===== config.mk =====
export PLATFORM = sky130hd
export DESIGN_NAME = faccel_host
export DESIGN_NICKNAME = d
export VERILOG_FILES = /design/src/rtl/faccel_host.sv
export SDC_FILE = /design/constraint.sdc
export NUM_CORES = 1
export LEC_CHECK = 0
export BUFFER_PORTS_ARGS = -buffer_cell sky130_fd_sc_hd__buf_2
export CAP_MARGIN = 20
export CORE_MARGIN = 5
export CORE_UTILIZATION = 42
export CTS_CLUSTER_SIZE = 25
export DETAILED_ROUTE_END_ITERATION = 12
export GPL_TIMING_DRIVEN = 0
export PLACE_DENSITY = 0.75
export RECOVER_POWER = 50
export SLEW_MARGIN = 40
export SYNTH_ARGS = -nofsm -noshare
export SYNTH_HDL_FRONTEND = slang
export SYNTH_SLANG_ARGS = --single-unit

===== constraint.sdc =====
create_clock -name Clk -period 1.6 [get_ports Clk]
set_input_delay 0.16 -clock Clk [delete_from_list [all_inputs] [get_ports Clk]]
set_output_delay 0.16 -clock Clk [all_outputs]
set_load 0.1 [all_outputs]

===== src/rtl/faccel_host.sv =====
// Bus initiator for the factorial accelerator: writes N, pulses GO, polls STATUS,
// reads RESULT and hands it back with a one-cycle done pulse (or a timeout pulse).
module faccel_host #(
  parameter int TIMEOUT = 255,
  parameter int CW      = 8
) (
  input  logic        Clk,
  input  logic        Rst,
  input  logic        start,
  input  logic [3:0]  n_in,
  output logic        busy,
  output logic        done,
  output logic        timeout,
  output logic        ovf,
  output logic [31:0] result,
  output logic        we,
  output logic [1:0]  a,
  output logic [3:0]  d,
  input  logic [31:0] rd
);

  typedef enum logic [2:0] {
    S_IDLE   = 3'd0,
    S_WR_N   = 3'd1,
    S_WR_GO  = 3'd2,
    S_CLR_GO = 3'd3,
    S_POLL   = 3'd4,
    S_RD_RES = 3'd5,
    S_DONE   = 3'd6
  } state_t;

  localparam logic [CW-1:0] LP_LAST = CW'(TIMEOUT - 1);

  state_t          r_state;
  state_t          w_next;
  logic [3:0]      r_n;
  logic [CW-1:0]   r_cnt;
  logic            r_to;
  logic            r_ovf;
  logic [31:0]     r_result;
  logic            w_expire;

  assign w_expire = (r_cnt == LP_LAST);

  always_comb begin
    w_next = r_state;
    unique case (r_state)
      S_IDLE:   if (start) w_next = S_WR_N;
      S_WR_N:   w_next = S_WR_GO;
      S_WR_GO:  w_next = S_CLR_GO;
      S_CLR_GO: w_next = S_POLL;
      S_POLL: begin
        if (rd[0])         w_next = S_RD_RES;
        else if (w_expire) w_next = S_DONE;
      end
      S_RD_RES: w_next = S_DONE;
      S_DONE:   w_next = S_IDLE;
      default:  w_next = S_IDLE;
    endcase
  end

  // Bus and status outputs are pure decodes of the state register
  always_comb begin
    we      = 1'b0;
    a       = 2'd0;
    d       = 4'd0;
    busy    = 1'b0;
    done    = 1'b0;
    timeout = 1'b0;
    unique case (r_state)
      S_WR_N:   begin we = 1'b1; a = 2'd0; d = r_n;     busy = 1'b1; end
      S_WR_GO:  begin we = 1'b1; a = 2'd1; d = 4'b0001; busy = 1'b1; end
      S_CLR_GO: begin we = 1'b1; a = 2'd1; d = 4'b0000; busy = 1'b1; end
      S_POLL:   begin a = 2'd2; busy = 1'b1; end
      S_RD_RES: begin a = 2'd3; busy = 1'b1; end
      S_DONE:   begin done = 1'b1; timeout = r_to; end
      default:  begin end
    endcase
  end

  always_ff @(posedge Clk) begin
    if (Rst) begin
      r_state  <= S_IDLE;
      r_n      <= 4'd0;
      r_cnt    <= '0;
      r_to     <= 1'b0;
      r_ovf    <= 1'b0;
      r_result <= 32'd0;
    end else begin
      r_state <= w_next;
      unique case (r_state)
        S_IDLE: begin
          if (start) begin
            r_n   <= n_in;
            r_ovf <= (n_in > 4'd12);
            r_cnt <= '0;
            r_to  <= 1'b0;
          end
        end
        S_POLL: begin
          if (!rd[0]) begin
            if (w_expire) begin
              r_result <= 32'd0;
              r_to     <= 1'b1;
            end else begin
              r_cnt <= r_cnt + 1'b1;
            end
          end
        end
        S_RD_RES: r_result <= rd;
        default: begin end
      endcase
    end
  end

  assign ovf    = r_ovf;
  assign result = r_result;

endmodule


# After elaboration in Yosys (flattened, before gate mapping)
# Cells that the tools add are included.
# totals
ff_bits	49
latchBits	0
ram_bits	0
mem_bits_ro	0
in_bits	39
out_inout_bits	43
elab_cells	52
mem_count	0
# op_classes
add_sub_neg	1
n_mul	0
div	0
magnitude_cmp	1
eq_ne	12
shift	0
mux	21
bitwise_logic	0
reduce_logical	11
# ops
cell	count
$mux W32	2
$pmux W32 S2	1
$mux W8	3
$pmux W3 S6	1
$pmux W8 S2	1
$eq A3 B3 Y1 const B	3
$mux W3	3
$add A8 B1 Y8 const B	1
$eq A8 B8 Y1 const B	1
$ne A2 B2 Y1 const B	4
$pmux W4 S2	1
$reduce_and A4 Y1	2
$mux W1	7
$eq A3 B2 Y1 const B	2
$pmux W2 S3	1
$reduce_or A5 Y1	1
$gt A4 B4 Y1 const B	1
$reduce_and A2 Y1	2
$reduce_bool A2 Y1	2
$eq A3 B1 Y1 const B	1
$logic_not A3 Y1	1
$ne A3 B3 Y1 const B	1
$reduce_and A3 Y1	1
$reduce_or A3 Y1	1
other kinds (2)	2

# Logic depth before layout (Yosys ltp)
# depth
word_depth	4
depth_mapped	7
mapped_depth_nobuf	6

# Least setup slack after synthesis
# OpenSTA, ideal clock, no wires.
# synth_path
path_kind	register to output
start	reg r_state[0]
end	out timeout
arrival_time_ps	2906
t_required_ps	1440
path_slack_ps	-1466
path_stages_with_launch	5
n_path_buf	1
path_cell_list	dfxtp_1 clkbuf_1 or2b_1 nor2_1 and2_1
# synth_between
elab_chain_cells	2
# synth_rtl
item	line	text
start: declaration	34	state_t r_state;
start signal: assignment	90	r_state <= w_next;
$eq A3 B3 Y1	70	unique case (r_state)
$mux W1	70	
end: declaration	13	output logic timeout,
# No other way between the ends.

# Worst setup path after layout
# Same ends and word-level chain as after synthesis.

==> PnR_summary.wiki <==
{| class="wikitable"
! Metric !! Value
|-
| First-pass GRT wire length || 8810 um
|-
| Post-DP HPWL || 3700 um
|-
| Number of enable flip-flop cells after synthesis || 0
|-
| Via count of the first global-routing pass || 1,874
|-
| Worst hold path stage count || 2
|-
| Filler cell count in the final layout || 306
|-
| Overall die width || 77.1 um
|-
| Setup slack after placement || -0.230 ns
|-
| Critical Path Sink Type || output pin
|-
| Global routing usage summed across all routing layers || 0.176
|-
| Post-Route WL || 5400 um
|-
| Count of buffers from port buffering || 81
|-
| Fin cells || 348
|-
| Peak ir drop on the vdd network || 0.000950 V
|-
| Max Fclk || 605 MHz
|-
| Placed Area || 0.00241 mm^2
|-
| Total clock buffers created by CTS || 5
|-
| Die area || 0.00594 mm^2
|-
| Antenna violations before repair || 0
|-
| Dominant cells by area after synthesis || sky130_fd_sc_hd__dfxtp_1 (52%), sky130_fd_sc_hd__a22o_1 (15%), sky130_fd_sc_hd__nor2_1 (3.2%)
|-
| Max-capacitance violation count || 0
|-
| Sequential element share of the synthesized area || 0.519
|-
| Area occupied by multi-input gates || 958 um^2
|-
| Worst setup skew after layout || 0.00888 ns
|-
| Launch point of the worst path || r_state[0]
|-
| Insertion delay to the later sink of the worst-skew pair || 0.30 ns
|-
| Startpoint of the most critical register-to-register path || r_state[1]
|-
| Violations in the final reports || negative setup slack
|-
| Worst hold slack after final layout || 0.0700 ns
|-
| Area overhead of the layout relative to synthesis || 56.4%
|-
| N_diodes || 0
|-
| Primary flip-flop cell chosen by synthesis mapping || sky130_fd_sc_hd__dfxtp_1
|-
| Number of core rows || 24
|-
| Total clock sinks || 49
|-
| CTS tree || done
|-
| Maximum fanout along the worst path || 4
|-
| Number of storage elements in the synthesis netlist || 49
|-
| Synthesized Nets || 232
|-
| Critical setup path kind || flop to output pin
|-
| Cell type with the highest aggregate area in the netlist || sky130_fd_sc_hd__dfxtp_1
|-
| Final routed wire length divided by cell count || 15.5 um
|-
| WL met3 || 271 um
|-
| Number of buffers inserted by hold repair at cts || 0
|-
| Path class of the lowest-slack min-delay path || input pin to flop
|-
| Tightest slew margin relative to the limit || 0.627
|-
| Worst setup margin || -0.0534 ns
|-
| Largest net degree at the start of global routing || 17
|-
| Power Density || 935 mW/mm^2
|-
| Total DRC errors in the routed layout || 0
|-
| Critical Path Source Type || flop
|-
| Critical register-to-register path endpoint || r_cnt[5]
|-
| Netlist cell types || 36
|-
| Share of the synthesized area in the top cell type || 0.519
|-
| Arrival time of the worst setup path || 1.49 ns
|-
| Worst Path Required || 1.44 ns
|-
| Top layer reached by signal wires || met4
|-
| Unrepaired setup endpoints after global routing || true
|-
| Share of the cycle needed by the critical path after routing || 1.03
|-
| Post-route core utilization || 0.678
|-
| Worst Reg-to-Reg Cells || 4
|-
| Share of post-route cells with drive strength above 1 || 0.520
|-
| Number of vias per cell || 5.45
|-
| Footprint of the flip-flops and latches || 1000 um^2
|-
| Starting Density || 0.434
|-
| Met1 wire length || 2230 um
|-
| Run status || finished, violations left
|-
| Warnings, synthesis || 0
|-
| Transition at the pin with the smallest max-transition slack || 0.562 ns
|-
| Register-to-register setup slack || -0.02 ns
|-
| End point of the critical path || timeout
|-
| Number of failing hold endpoints at the final stage || 0
|-
| Remaining Overflow, GRT || 0
|-
| Net total in the final layout || 336
|-
| Post-Syn Area || 0.00189 mm^2
|-
| Number of instances in the synthesized netlist || 191
|-
| Placed cell count || 324
|-
| GPL Wtd Cong || 0.880
|-
| Max Buffers Root-to-Sink || 2
|-
| Count of H-tree levels built during CTS || 2
|-
| Lkg Pwr || 1.31 nW
|-
| DRC violation total after the first TritonRoute iteration || 71
|-
| Post-CTS clock slew at the launch and capture registers of the worst setup and hold paths || 0.09 ns
|-
| Shortest clock period the worst path allows after layout || 1.65 ns
|-
| CTS Root Cell || sky130_fd_sc_hd__clkbuf_8
|-
| Met2 wire len || 2810 um
|-
| Chip height || 77.1 um
|-
| Core region area || 0.00435 mm^2
|-
| Number of failing setup endpoints in the final timing report || 3
|-
| DR pass1 iterations || 4
|-
| Final design area excluding fillers || 0.00295 mm^2
|-
| Synth async-reset ratio || 0
|-
| Number of vias after detailed routing || 1,897
|-
| Post-synthesis area per instance || 9.89 um^2
|-
| Final number of max-transition violations || 0
|-
| Number of top-level pins || 82
|-
| Final ANT Viol Nets || 0
|}
[area by class of cell]
cell class                      instances  area share
Inverter                                6     0.00932
Clock buffer                            5      0.0233
Timing Repair Buffer                   99       0.226
Sequential cell                        49       0.338
Tap cell                               52      0.0220
Buffer                                 12      0.0419
Clock inverter                          3      0.0148
Multi-Input combinational cell        122       0.324
[how the worst min path moves through the flow]
stage          startpoint          to
2_1_floorplan      rd[10]  result[10]
3_3_place_gp        rd[8]   result[8]
3_5_place_dp       rd[17]  result[17]
4_1_cts            rd[17]  result[17]
5_1_grt            rd[10]  result[10]
6_report           rd[18]  result[18]
[placed cells by master, fill, tap and decap left out, types with 4 or more instances in the layout]
master	n
sky130_fd_sc_hd__buf_2	50
sky130_fd_sc_hd__buf_8	8
sky130_fd_sc_hd__dfxtp_1	40
sky130_fd_sc_hd__buf_12	6
sky130_fd_sc_hd__mux2i_1	4
sky130_fd_sc_hd__o21ai_0	4
sky130_fd_sc_hd__nor2_1	11
sky130_fd_sc_hd__nand2_1	9
sky130_fd_sc_hd__dfxtp_2	6
sky130_fd_sc_hd__clkbuf_8	6
sky130_fd_sc_hd__a22o_1	32
sky130_fd_sc_hd__clkbuf_2	25
sky130_fd_sc_hd__buf_4	18
sky130_fd_sc_hd__inv_1	4
[critical path: stages, from the launching register on]
cell and delay [ns]:
sky130_fd_sc_hd__dfxtp_4 0.37, sky130_fd_sc_hd__buf_8 0.12, sky130_fd_sc_hd__or2b_1 0.27, sky130_fd_sc_hd__nor2_4 0.11, sky130_fd_sc_hd__and2_4 0.16, sky130_fd_sc_hd__buf_12 0.16
[cell usage after synthesis, drive strengths merged, types with 6 or more instances]
cell type	instances
a22o	32
clkbuf	12
dfxtp	49
inv	6
nand2	9
nor2	16
o21ai	10
[per-stage QoR]
step / TNS (ns) / power (mW)
2_1_floorplan: -0.611 / 1.66
3_3_place_gp: -5.61 / 1.77
3_5_place_dp: -7.72 / 1.78
4_1_cts: -0.184 / 2.75
5_1_grt: -2.62 / 2.87
6_report: -0.0871 / 2.76
[power breakdown]
group / switching, mW / internal (mW) / total, mW
combinational: 0.391 / 0.223 / 0.613
sequential: 0.0203 / 1.24 / 1.27
clock: 0.416 / 0.469 / 0.885
[sequential cells by signal (all words and copies together), names as in the netlist]
name / flops
r_n: 4
r_cnt: 8
result: 32
r_state: 3
ovf: 1
r_to: 1
[per-layer routing]
| layer | track usage | vias up |
|---|---|---|
| li1 | - | 924 |
| met1 | 0.209 | 905 |
| met2 | 0.312 | 59 |
| met3 | 0.0422 | 9 |
| met4 | 0.0533 | 0 |
| met5 | 0 | - |
[logic make-up (layout without fill, tap and decap cells)]
group	count (synthesis)	in the layout	share of synthesized area
buffers and inverters	20	125	0.0444
flip-flops	49	49	0.519
AND/OR/NAND/NOR	52	52	0.138
adder cells (fa/ha/maj)	2	2	0.0132
multiplexers	4	4	0.0212
AO/OA/AOI/OAI	64	64	0.264
[what timing repair did]
action	in CTS	in global routing
setup endpoints to repair	52	50
gates resized for setup	64	32
gates cloned	3	0
pin swaps	6	7
setup buffers	6	9
Note: power is estimated with default switching activity, not from simulation.
